**src/rtl/ldpc_enc_pkg.sv**
```systemverilog
// Shared definitions for the LDPC encoder parity path: default sizes,
// buffer address width, parity word type and read-out FSM states.
package ldpc_enc_pkg;

  localparam int DEF_MAX_ZC              = 384;
  localparam int DEF_MUL_SH_BLOCKS_COUNT = 23;
  localparam int PBUF_ADDR_W             = 9;

  typedef logic [DEF_MAX_ZC-1:0] parity_word_t;

  typedef enum logic [1:0] {
    IDLE  = 2'd0,
    READ  = 2'd1,
    DRAIN = 2'd2,
    DONE  = 2'd3
  } pso_state_e;

endpackage

```
**src/rtl/parity_skid_fifo.sv**
```systemverilog
// Two-entry register FIFO that lets the read-out keep one word per cycle
// while absorbing the one-cycle buffer read latency under back-pressure.
module parity_skid_fifo
  import ldpc_enc_pkg::*;
#(
  parameter int WIDTH = DEF_MAX_ZC
) (
  input  logic             clk,
  input  logic             reset_n,
  input  logic             push,
  input  logic [WIDTH-1:0] push_data,
  input  logic             pop,
  output logic [WIDTH-1:0] head,
  output logic [1:0]       count
);

  logic [WIDTH-1:0] mem_q [0:1];
  logic [WIDTH-1:0] mem_d [0:1];
  logic             wr_ptr_q, wr_ptr_d;
  logic             rd_ptr_q, rd_ptr_d;
  logic [1:0]       count_q, count_d;

  // Callers only push when a slot is free and only pop when non-empty.
  always_comb begin
    mem_d    = mem_q;
    wr_ptr_d = wr_ptr_q;
    rd_ptr_d = rd_ptr_q;
    if (push) begin
      mem_d[wr_ptr_q] = push_data;
      wr_ptr_d        = ~wr_ptr_q;
    end
    if (pop) begin
      rd_ptr_d = ~rd_ptr_q;
    end
    count_d = count_q + 2'(push) - 2'(pop);
  end

  always_ff @(posedge clk or negedge reset_n) begin
    if (!reset_n) begin
      mem_q[0] <= '0;
      mem_q[1] <= '0;
      wr_ptr_q <= 1'b0;
      rd_ptr_q <= 1'b0;
      count_q  <= 2'd0;
    end else begin
      mem_q    <= mem_d;
      wr_ptr_q <= wr_ptr_d;
      rd_ptr_q <= rd_ptr_d;
      count_q  <= count_d;
    end
  end

  assign head  = mem_q[rd_ptr_q];
  assign count = count_q;

endmodule

```
**src/rtl/parity_stream_out.sv**
```systemverilog
// Parity buffer read-out: issues buffer reads, captures the returned words
// and streams them over valid/ready with a 2-entry skid FIFO.
module parity_stream_out
  import ldpc_enc_pkg::*;
#(
  parameter int MAX_ZC              = DEF_MAX_ZC,
  parameter int MUL_SH_BLOCKS_COUNT = DEF_MUL_SH_BLOCKS_COUNT
) (
  input  logic                   clk,
  input  logic                   reset_n,
  input  logic                   start,
  input  logic [4:0]             num_parity,
  input  logic [MAX_ZC-1:0]      parity_in,
  output logic                   rd_en,
  output logic [PBUF_ADDR_W-1:0] rd_address,
  output logic [MAX_ZC-1:0]      out_data,
  output logic                   out_valid,
  input  logic                   out_ready,
  output logic                   out_last,
  output logic                   busy,
  output logic                   done,
  output logic                   cfg_err
);

  localparam logic [4:0] MAX_BLOCKS = 5'(MUL_SH_BLOCKS_COUNT);

  pso_state_e state_q, state_d;
  logic [4:0] n_q, n_d;
  logic [4:0] rd_idx_q, rd_idx_d;
  logic [4:0] beat_idx_q, beat_idx_d;
  logic       cfg_pend_q, cfg_pend_d;
  logic       inflight_q, inflight_d;
  logic       busy_q, busy_d;
  logic       done_q, done_d;
  logic       cfg_err_q, cfg_err_d;

  logic [1:0] fifo_count;
  logic       pop;
  logic [2:0] occupancy;
  logic [4:0] n_clamped;

  parity_skid_fifo #(
    .WIDTH (MAX_ZC)
  ) u_fifo (
    .clk       (clk),
    .reset_n   (reset_n),
    .push      (inflight_q),
    .push_data (parity_in),
    .pop       (pop),
    .head      (out_data),
    .count     (fifo_count)
  );

  assign out_valid = (fifo_count != 2'd0);
  assign pop       = out_valid & out_ready;
  assign out_last  = out_valid & (beat_idx_q == n_q - 5'd1);

  // Words held plus the one in flight, net of this cycle's pop, must leave a
  // free slot for the word a new read will return next cycle.
  assign occupancy  = {1'b0, fifo_count} + {2'b00, inflight_q} - {2'b00, pop};
  assign rd_en      = (state_q == READ) && (occupancy < 3'd2);
  assign rd_address = (state_q == READ) ? PBUF_ADDR_W'(rd_idx_q) : '0;
  assign n_clamped  = (num_parity > MAX_BLOCKS) ? MAX_BLOCKS : num_parity;

  always_comb begin
    state_d    = state_q;
    n_d        = n_q;
    rd_idx_d   = rd_idx_q;
    beat_idx_d = pop ? beat_idx_q + 5'd1 : beat_idx_q;
    cfg_pend_d = cfg_pend_q;
    inflight_d = rd_en;

    case (state_q)
      IDLE: begin
        if (start) begin
          n_d        = n_clamped;
          cfg_pend_d = (num_parity > MAX_BLOCKS);
          rd_idx_d   = 5'd0;
          beat_idx_d = 5'd0;
          // An empty read-out passes through DRAIN so done lands two cycles after start.
          state_d    = (n_clamped == 5'd0) ? DRAIN : READ;
        end
      end
      READ: begin
        if (rd_en) begin
          rd_idx_d = rd_idx_q + 5'd1;
          if (rd_idx_q == n_q - 5'd1) begin
            state_d = DRAIN;
          end
        end
      end
      DRAIN: begin
        if (!inflight_q && ((fifo_count == 2'd0) || ((fifo_count == 2'd1) && pop))) begin
          state_d = DONE;
        end
      end
      DONE: begin
        cfg_pend_d = 1'b0;
        state_d    = IDLE;
      end
      default: state_d = IDLE;
    endcase

    busy_d    = (state_d != IDLE);
    done_d    = (state_d == DONE);
    cfg_err_d = (state_d == DONE) && cfg_pend_q;
  end

  always_ff @(posedge clk or negedge reset_n) begin
    if (!reset_n) begin
      state_q    <= IDLE;
      n_q        <= 5'd0;
      rd_idx_q   <= 5'd0;
      beat_idx_q <= 5'd0;
      cfg_pend_q <= 1'b0;
      inflight_q <= 1'b0;
      busy_q     <= 1'b0;
      done_q     <= 1'b0;
      cfg_err_q  <= 1'b0;
    end else begin
      state_q    <= state_d;
      n_q        <= n_d;
      rd_idx_q   <= rd_idx_d;
      beat_idx_q <= beat_idx_d;
      cfg_pend_q <= cfg_pend_d;
      inflight_q <= inflight_d;
      busy_q     <= busy_d;
      done_q     <= done_d;
      cfg_err_q  <= cfg_err_d;
    end
  end

  assign busy    = busy_q;
  assign done    = done_q;
  assign cfg_err = cfg_err_q;

endmodule

```
**config.mk**
```make
export PLATFORM = sky130hd
export DESIGN_NAME = parity_stream_out
export DESIGN_NICKNAME = d
export VERILOG_FILES = /design/src/rtl/ldpc_enc_pkg.sv /design/src/rtl/parity_skid_fifo.sv /design/src/rtl/parity_stream_out.sv
export SDC_FILE = /design/constraint.sdc
export NUM_CORES = 1
export LEC_CHECK = 0
export ABC_AREA = 1
export CORE_AREA = 2 2 308 310
export CTS_CLUSTER_DIAMETER = 50
export CTS_CLUSTER_SIZE = 24
export DETAILED_ROUTE_END_ITERATION = 6
export DIE_AREA = 0 0 310 312
export GPL_ROUTABILITY_DRIVEN = 0
export SYNTH_ARGS = -nofsm -noshare
export SYNTH_HDL_FRONTEND = slang
export SYNTH_SLANG_ARGS = --single-unit
```
**constraint.sdc**
```tcl
create_clock -name clk -period 3.15 [get_ports clk]
set_clock_uncertainty 0.1 [all_clocks]
set_input_delay 0.63 -clock clk [delete_from_list [all_inputs] [get_ports clk]]
set_output_delay 0.63 -clock clk [all_outputs]
set_load 0.01 [all_outputs]
```
# Word level (Yosys, flattened, before mapping)

Index checks and enable logic that the tools add are counted.

Add/subtract/negate cells: 7
$lt $le $gt $ge: 5
Equality and inequality tests: 9
Multiplexer cells: 22
Bitwise operators: 6
Reductions and logical operators: 17

Operator list:

| cell                                                      | number |
|---|---|
| two-way mux 384 bit                                       | 4 |
| bitwise mux 768 bit                                       | 1 |
| demux 384 bit (select 1 bit)                              | 1 |
| two-way mux 5 bit                                         | 7 |
| adder 5 x 1 -> 5 bit (second input constant)              | 2 |
| == test 5 bit                                             | 2 |
| two-way mux 2 bit                                         | 5 |
| case mux 5 bit (2 select lines)                           | 1 |
| case mux 2 bit (4 select lines)                           | 1 |
| nonzero test 2 bit                                        | 4 |
| == test 2 bit (second input constant)                     | 3 |
| > comparator 5 bit (second input constant)                | 1 |
| logical AND 1 bit                                         | 5 |
| zero test 5 bit                                           | 1 |
| subtractor 5 x 1 -> 5 bit (second input constant)         | 1 |
| == test 2 x 1 -> 1 bit (second input constant)            | 2 |
| greater-or-equal comparator 2 bit (second input constant) | 2 |
| zero test 2 bit                                           | 2 |
| inequality test 2 bit (second input constant)             | 2 |
| NOT 1 -> 2 bit                                            | 2 |
| AND reduction 2 bit                                       | 2 |
| adder 2 x 1 -> 3 bit                                      | 1 |
| < comparator 3 x 2 -> 1 bit (second input constant)       | 1 |
| AND reduction 3 bit                                       | 1 |
| other kinds (10)                                          | 12 |

Register bits after elaboration: 794
Bits of input ports: 393

# Logic depth before layout (Yosys ltp)

Gate-level depths: netlist of run 1.

Depth in word-level cells: 9
Depth in mapped cells: 16

# Modules after synthesis

Synthesis of run 1 repeated with hierarchy kept, for this count alone.

Cells, all modules: 4295
Area, all modules: 35131.2 sq um

Modules (own cells, without submodules):

| module            | times used | cells each | area each (sq um) |
|---|---|---|---|
| parity_skid_fifo  | 1          | 4117       | 33779.9 |
| parity_stream_out | 1          | 178        | 1351.3 |

# Worst setup path after synthesis of run 1

No wires, ideal clock.

Kind: input -> output
Start: in out_ready
End: out rd_en
Arrival: 2114 ps
Data required time: 2420 ps
Slack: 306 ps
Stages: 9
Cell sequence: inv_1 nor2_2 nand2_1 nand2_1 ha_1 inv_1 fa_1 nand3_1 nor2_1

Cells in the longest elaborated chain, start to end: 4

RTL lines:

| what                        | line                    | text |
|---|---|---|
| from (decl)                 | parity_stream_out.sv:18 | `input logic out_ready,` |
| AND 1 bit                   | parity_stream_out.sv:55 | `assign pop = out_valid & out_ready;` |
| subtractor 3 x 1 -> 3 bit   | parity_stream_out.sv:60 | `assign occupancy = {1'b0, fifo_count} + {2'b00, inflight_q} - {2'b00, pop};` |
| < comparator 3 x 2 -> 1 bit | parity_stream_out.sv:61 | `assign rd_en = (state_q == READ) && (occupancy < 3'd2);` |
| logical AND 1 bit           | parity_stream_out.sv:61 |  |
| to (decl)                   | parity_stream_out.sv:14 | `output logic rd_en,` |

Every way passes these cells.

# Worst setup path in the final report of run 1

Same ends and word-level chain as after synthesis.

==> qor.csv, run 1 <==
stage;metric;value;unit
run_status;status;complete, but fails checks;
run_status;violations;setup timing;
timing;hold_violations;0;
yosys;ys_seq_area_share;56.6;%
floorplan;start_util;37.7;%
timing;fmax;0.317;GHz
drt;wl_per_cell;17.8;um
worst_setup_path;arrival;2.43;ns
drt;wirelength;114;mm
drt;dr_wl_met2;56.0;mm
timing;maxSlewViolCount;0;
floorplan;die_w;310;um
pwr;seqPwrFrac;31.9;%
yosys;synth_fa_ha_area_share;0.200;%
worst_setup_path;cp_top_family;buffers and inverters;
clock_tree;clk_latency;0.66;ns
timing;setup_slack;-0.00628;ns
floorplan;coreArea;0.0930;mm2
drt;drc;0;
drt;ant_nets;0;
worst_setup_path;required;2.42;ns
yosys;async_flop_share;100;%
worst_setup_path;crit_buf_inv;4;
global_route;antenna_found_initial;21;
worst_setup_path;slowest_stage;fa_1;
yosys;synth.distinct_cells;29;
layout;final_common_cell;nand2_1;
layout;drive_gt1_share;10.5;%
drt;num_vias;30300;
clock_tree;cts_num_sinks;794;
layout;area_growth;39.6;%
worst_setup_path;worstPathCellList;clkdlybuf4s50_1, inv_1, nor2_2, nand2_1, nand2_1, ha_1, inv_1, fa_1, nand3_2, nor2_4, buf_6;
drt;highest_layer;met5;
yosys;synth_top_family_by_area;simple AND/OR/NAND/NOR gates;
clock_tree;clockBufferDepth;3;
floorplan;dieArea;0.0967;mm2
job;cap_viol_max_count;0;
global_route;grt_usage;23.2;%
drt;drt-met1-wl;46.5;mm
pwr;p_clk_share;21.4;%
global_route;grt_max_degree;146;
clock_tree;cts_tree;built;
timing;rsz0062_at_grt;true;
worst_setup_path;cp-end-kind;output port;
place;dpl.hpwl;75.5;mm
floorplan;ios;792;
yosys;syn_avg_cell_area;8.17;um2
yosys;synth-compound-area-share;12.6;%
pwr;leakagePower;0.0262;uW
layout;postLayoutCoreUtil;52.7;%
worst_setup_path;critical_path_class;primary input to output port;
timing;setup-violations-final;1;
yosys;synthXorXnorAreaFrac;0.150;%
timing;max_slew_margin;57.6;%
timing;finalCritPeriodShare;100;%
yosys;yosys.area_share.simple;21.7;%
global_route;grt_pass1_vias;29200;
clock_tree;path_clk_slew;0.06;ns
place;io_buffers;787;
drt;drt-initial-drc-count;2627;
layout;fillers;8928;
global_route;grt_pass1_wl;174;mm
place;place_inst;6170;
pwr;intPower;33600;uW
layout;mostFrequentLayoutCells;nand2_1 (1959), dfrtp_1 (793), clkdlybuf4s50_1 (433), inv_1 (414), o21ai_0 (405);
pwr;power_density;1140;mW/mm2
drt;dr_wl_met3;8.07;mm
worst_setup_path;path_max_fanout;2;
yosys;synth_ff_type;dfrtp_1;
yosys;yosys_register_bits;794;
drt;dr.pass1.iters;6;
global_route;overflow;0;
min_path;hold_class;primary input to async pin;
yosys;synth_area;0.0351;mm2
clock_tree;htree_num_levels;3;
worst_setup_path;slowest_delay;0.52;ns
drt;post_drt_via_cell_ratio;4.72;
pwr;p_comb_share;46.7;%
pwr;switching_power;22200;uW
yosys;synth_edf_count;0;
pwr;p_sw_share;39.7;%
yosys;synthMuxAreaShare;0;%
timing;period_needed;3.16;ns
floorplan;rows;112;
layout;nets;5485;
yosys;ys_warn_count;0;
timing;worstMarginPinSlew;0.635;ns
clock_tree;cts_inserted_buffers;99;
clock_tree;root_buffer;clkbuf_16;
yosys;syn_inst;4296;
floorplan;die_h;312;um
worst_setup_path;worst_setup_path_start_kind;primary input;
pwr;ir_worst_vdd;0.715;mV
layout;stdcell_count;6434;
cell type report:
cell class,count,area [um2],area share (%)
flip-flops and latches,794,19900,40.5
multi-input cells,2827,12200,25.0
repair buffers,947,10200,20.7
clock buffers,109,2580,5.27
inverters,417,1590,3.25
well taps,1254,1570,3.20
clock inverters,73,946,1.93
diodes,12,30.0,0.0613
repair inverters,1,20.0,0.0408
worst reg2reg max path, delay by kind of cell, from the launching register on:
| kind | cells | cell delay, ns |
|---|---|---|
| fa+ha+maj | 2 | 0.65 |
| flops | 1 | 0.36 |
| buf+inv | 2 | 0.19 |
| simple gates | 11 | 0.92 |
metrics by stage:
stage	setup TNS, ns	worst slack (ns)	power (uW)	cell area, um2	hold WS [ns]
CTS	-3.03	-0.155	56200	48800	0.337
finish	-0.00628	-0.00628	55800	49000	0.348
global placement	-0.615	-0.614	43200	44300	0.364
floorplan	0	0.306	30800	35100	0.234
global route	-0.153	-0.148	59900	49000	0.341
detailed placement	-0.631	-0.604	43500	44300	0.367
path summary, 6_finish.rpt:
kind                                   startpoint                end  slack (ns)  cells past startpoint
worst max-delay path                    out_ready              rd_en      -0.006                     11
worst max register to register    u_fifo.count[0]         state_q[0]        0.82                     15
min in group clk                u_fifo.mem_q[677]  u_fifo.mem_q[677]        0.38                      2
max in group asynchronous                 reset_n  u_fifo.mem_q[216]        1.54                      4
worst min-delay path                      reset_n  u_fifo.mem_q[607]        0.35                      2
worst min register to register  u_fifo.mem_q[677]  u_fifo.mem_q[677]        0.38                      2
what timing repair did:
item | in CTS | in global routing
buffers inserted | 29 | 8
resized for setup | 512 | 113
cloned | 29 | 3
hold endpoints to repair | 25 | 0
hold buffers | 1 | 0
pin swaps | 1 | 5
endpoints found under the setup margin | 386 | 154
metal layers:
layer	up-vias	GRT usage [%]
li1	14900	-
met1	14400	29.2
met2	911	39.3
met3	181	5.47
met4	16	7.44
met5	-	0
state kept, by name, summed over array words and instances (netlist names):
| signal | count |
|---|---|
| rd_idx_q | 5 |
| cfg_pend_q | 1 |
| n_q | 5 |
| state_q | 2 |
| u_fifo.count | 2 |
| inflight_q | 1 |
| busy | 1 |
| beat_idx_q | 5 |
| u_fifo.mem_q | 768 |
| cfg_err | 1 |
| done | 1 |
| u_fifo.rd_ptr_q | 1 |
| u_fifo.wr_ptr_q | 1 |
power groups by stage:
| stage | Combinational [uW] | Sequential (uW) | Clock, uW |
|---|---|---|---|
| global placement | 25400 | 17700 | 0 |
| global route | 28800 | 18400 | 12600 |
| CTS | 26300 | 17700 | 12200 |
| detailed placement | 25600 | 17900 | 0 |
| floorplan | 13400 | 17300 | 0 |
| finish | 26100 | 17800 | 11900 |
Yosys cell counts (all sizes together), types with 2 or more instances:
| cell type | instances | area (um2) |
|---|---|---|
| nor2 | 28 | 108 |
| dfrtp | 794 | 19900 |
| nand3 | 17 | 85.1 |
| o21ai | 777 | 4340 |
| buf | 121 | 971 |
| xor2 | 6 | 52.6 |
| nor3 | 3 | 15.0 |
| ha | 4 | 50.1 |
| clkbuf | 140 | 526 |
| a21oi | 13 | 65.1 |
| nand2 | 1966 | 7380 |
| nand4 | 2 | 12.5 |
| inv | 416 | 1560 |
cells by family after synthesis:
| family | after synthesis |
|---|---|
| AND/OR/NAND/NOR | 2019 |
| flip-flops | 794 |
| AO/OA/AOI/OAI | 793 |
| buffers and inverters | 678 |
| XOR/XNOR | 6 |
| adder cells (fa/ha/maj) | 5 |
| other | 1 |
Note: power is estimated with default switching activity, not from simulation.
==> run 2, diff against run 1 <==
--- a/config.mk
+++ b/config.mk
@@ -6,6 +6,7 @@
 export NUM_CORES = 1
 export LEC_CHECK = 0
 export ABC_AREA = 1
+export CAP_MARGIN = 20
 export CORE_AREA = 2 2 308 310
 export CTS_CLUSTER_DIAMETER = 50
 export CTS_CLUSTER_SIZE = 24
==> results of run 2 <==
Final layout, timing and power as in run 1 (identical DEF).
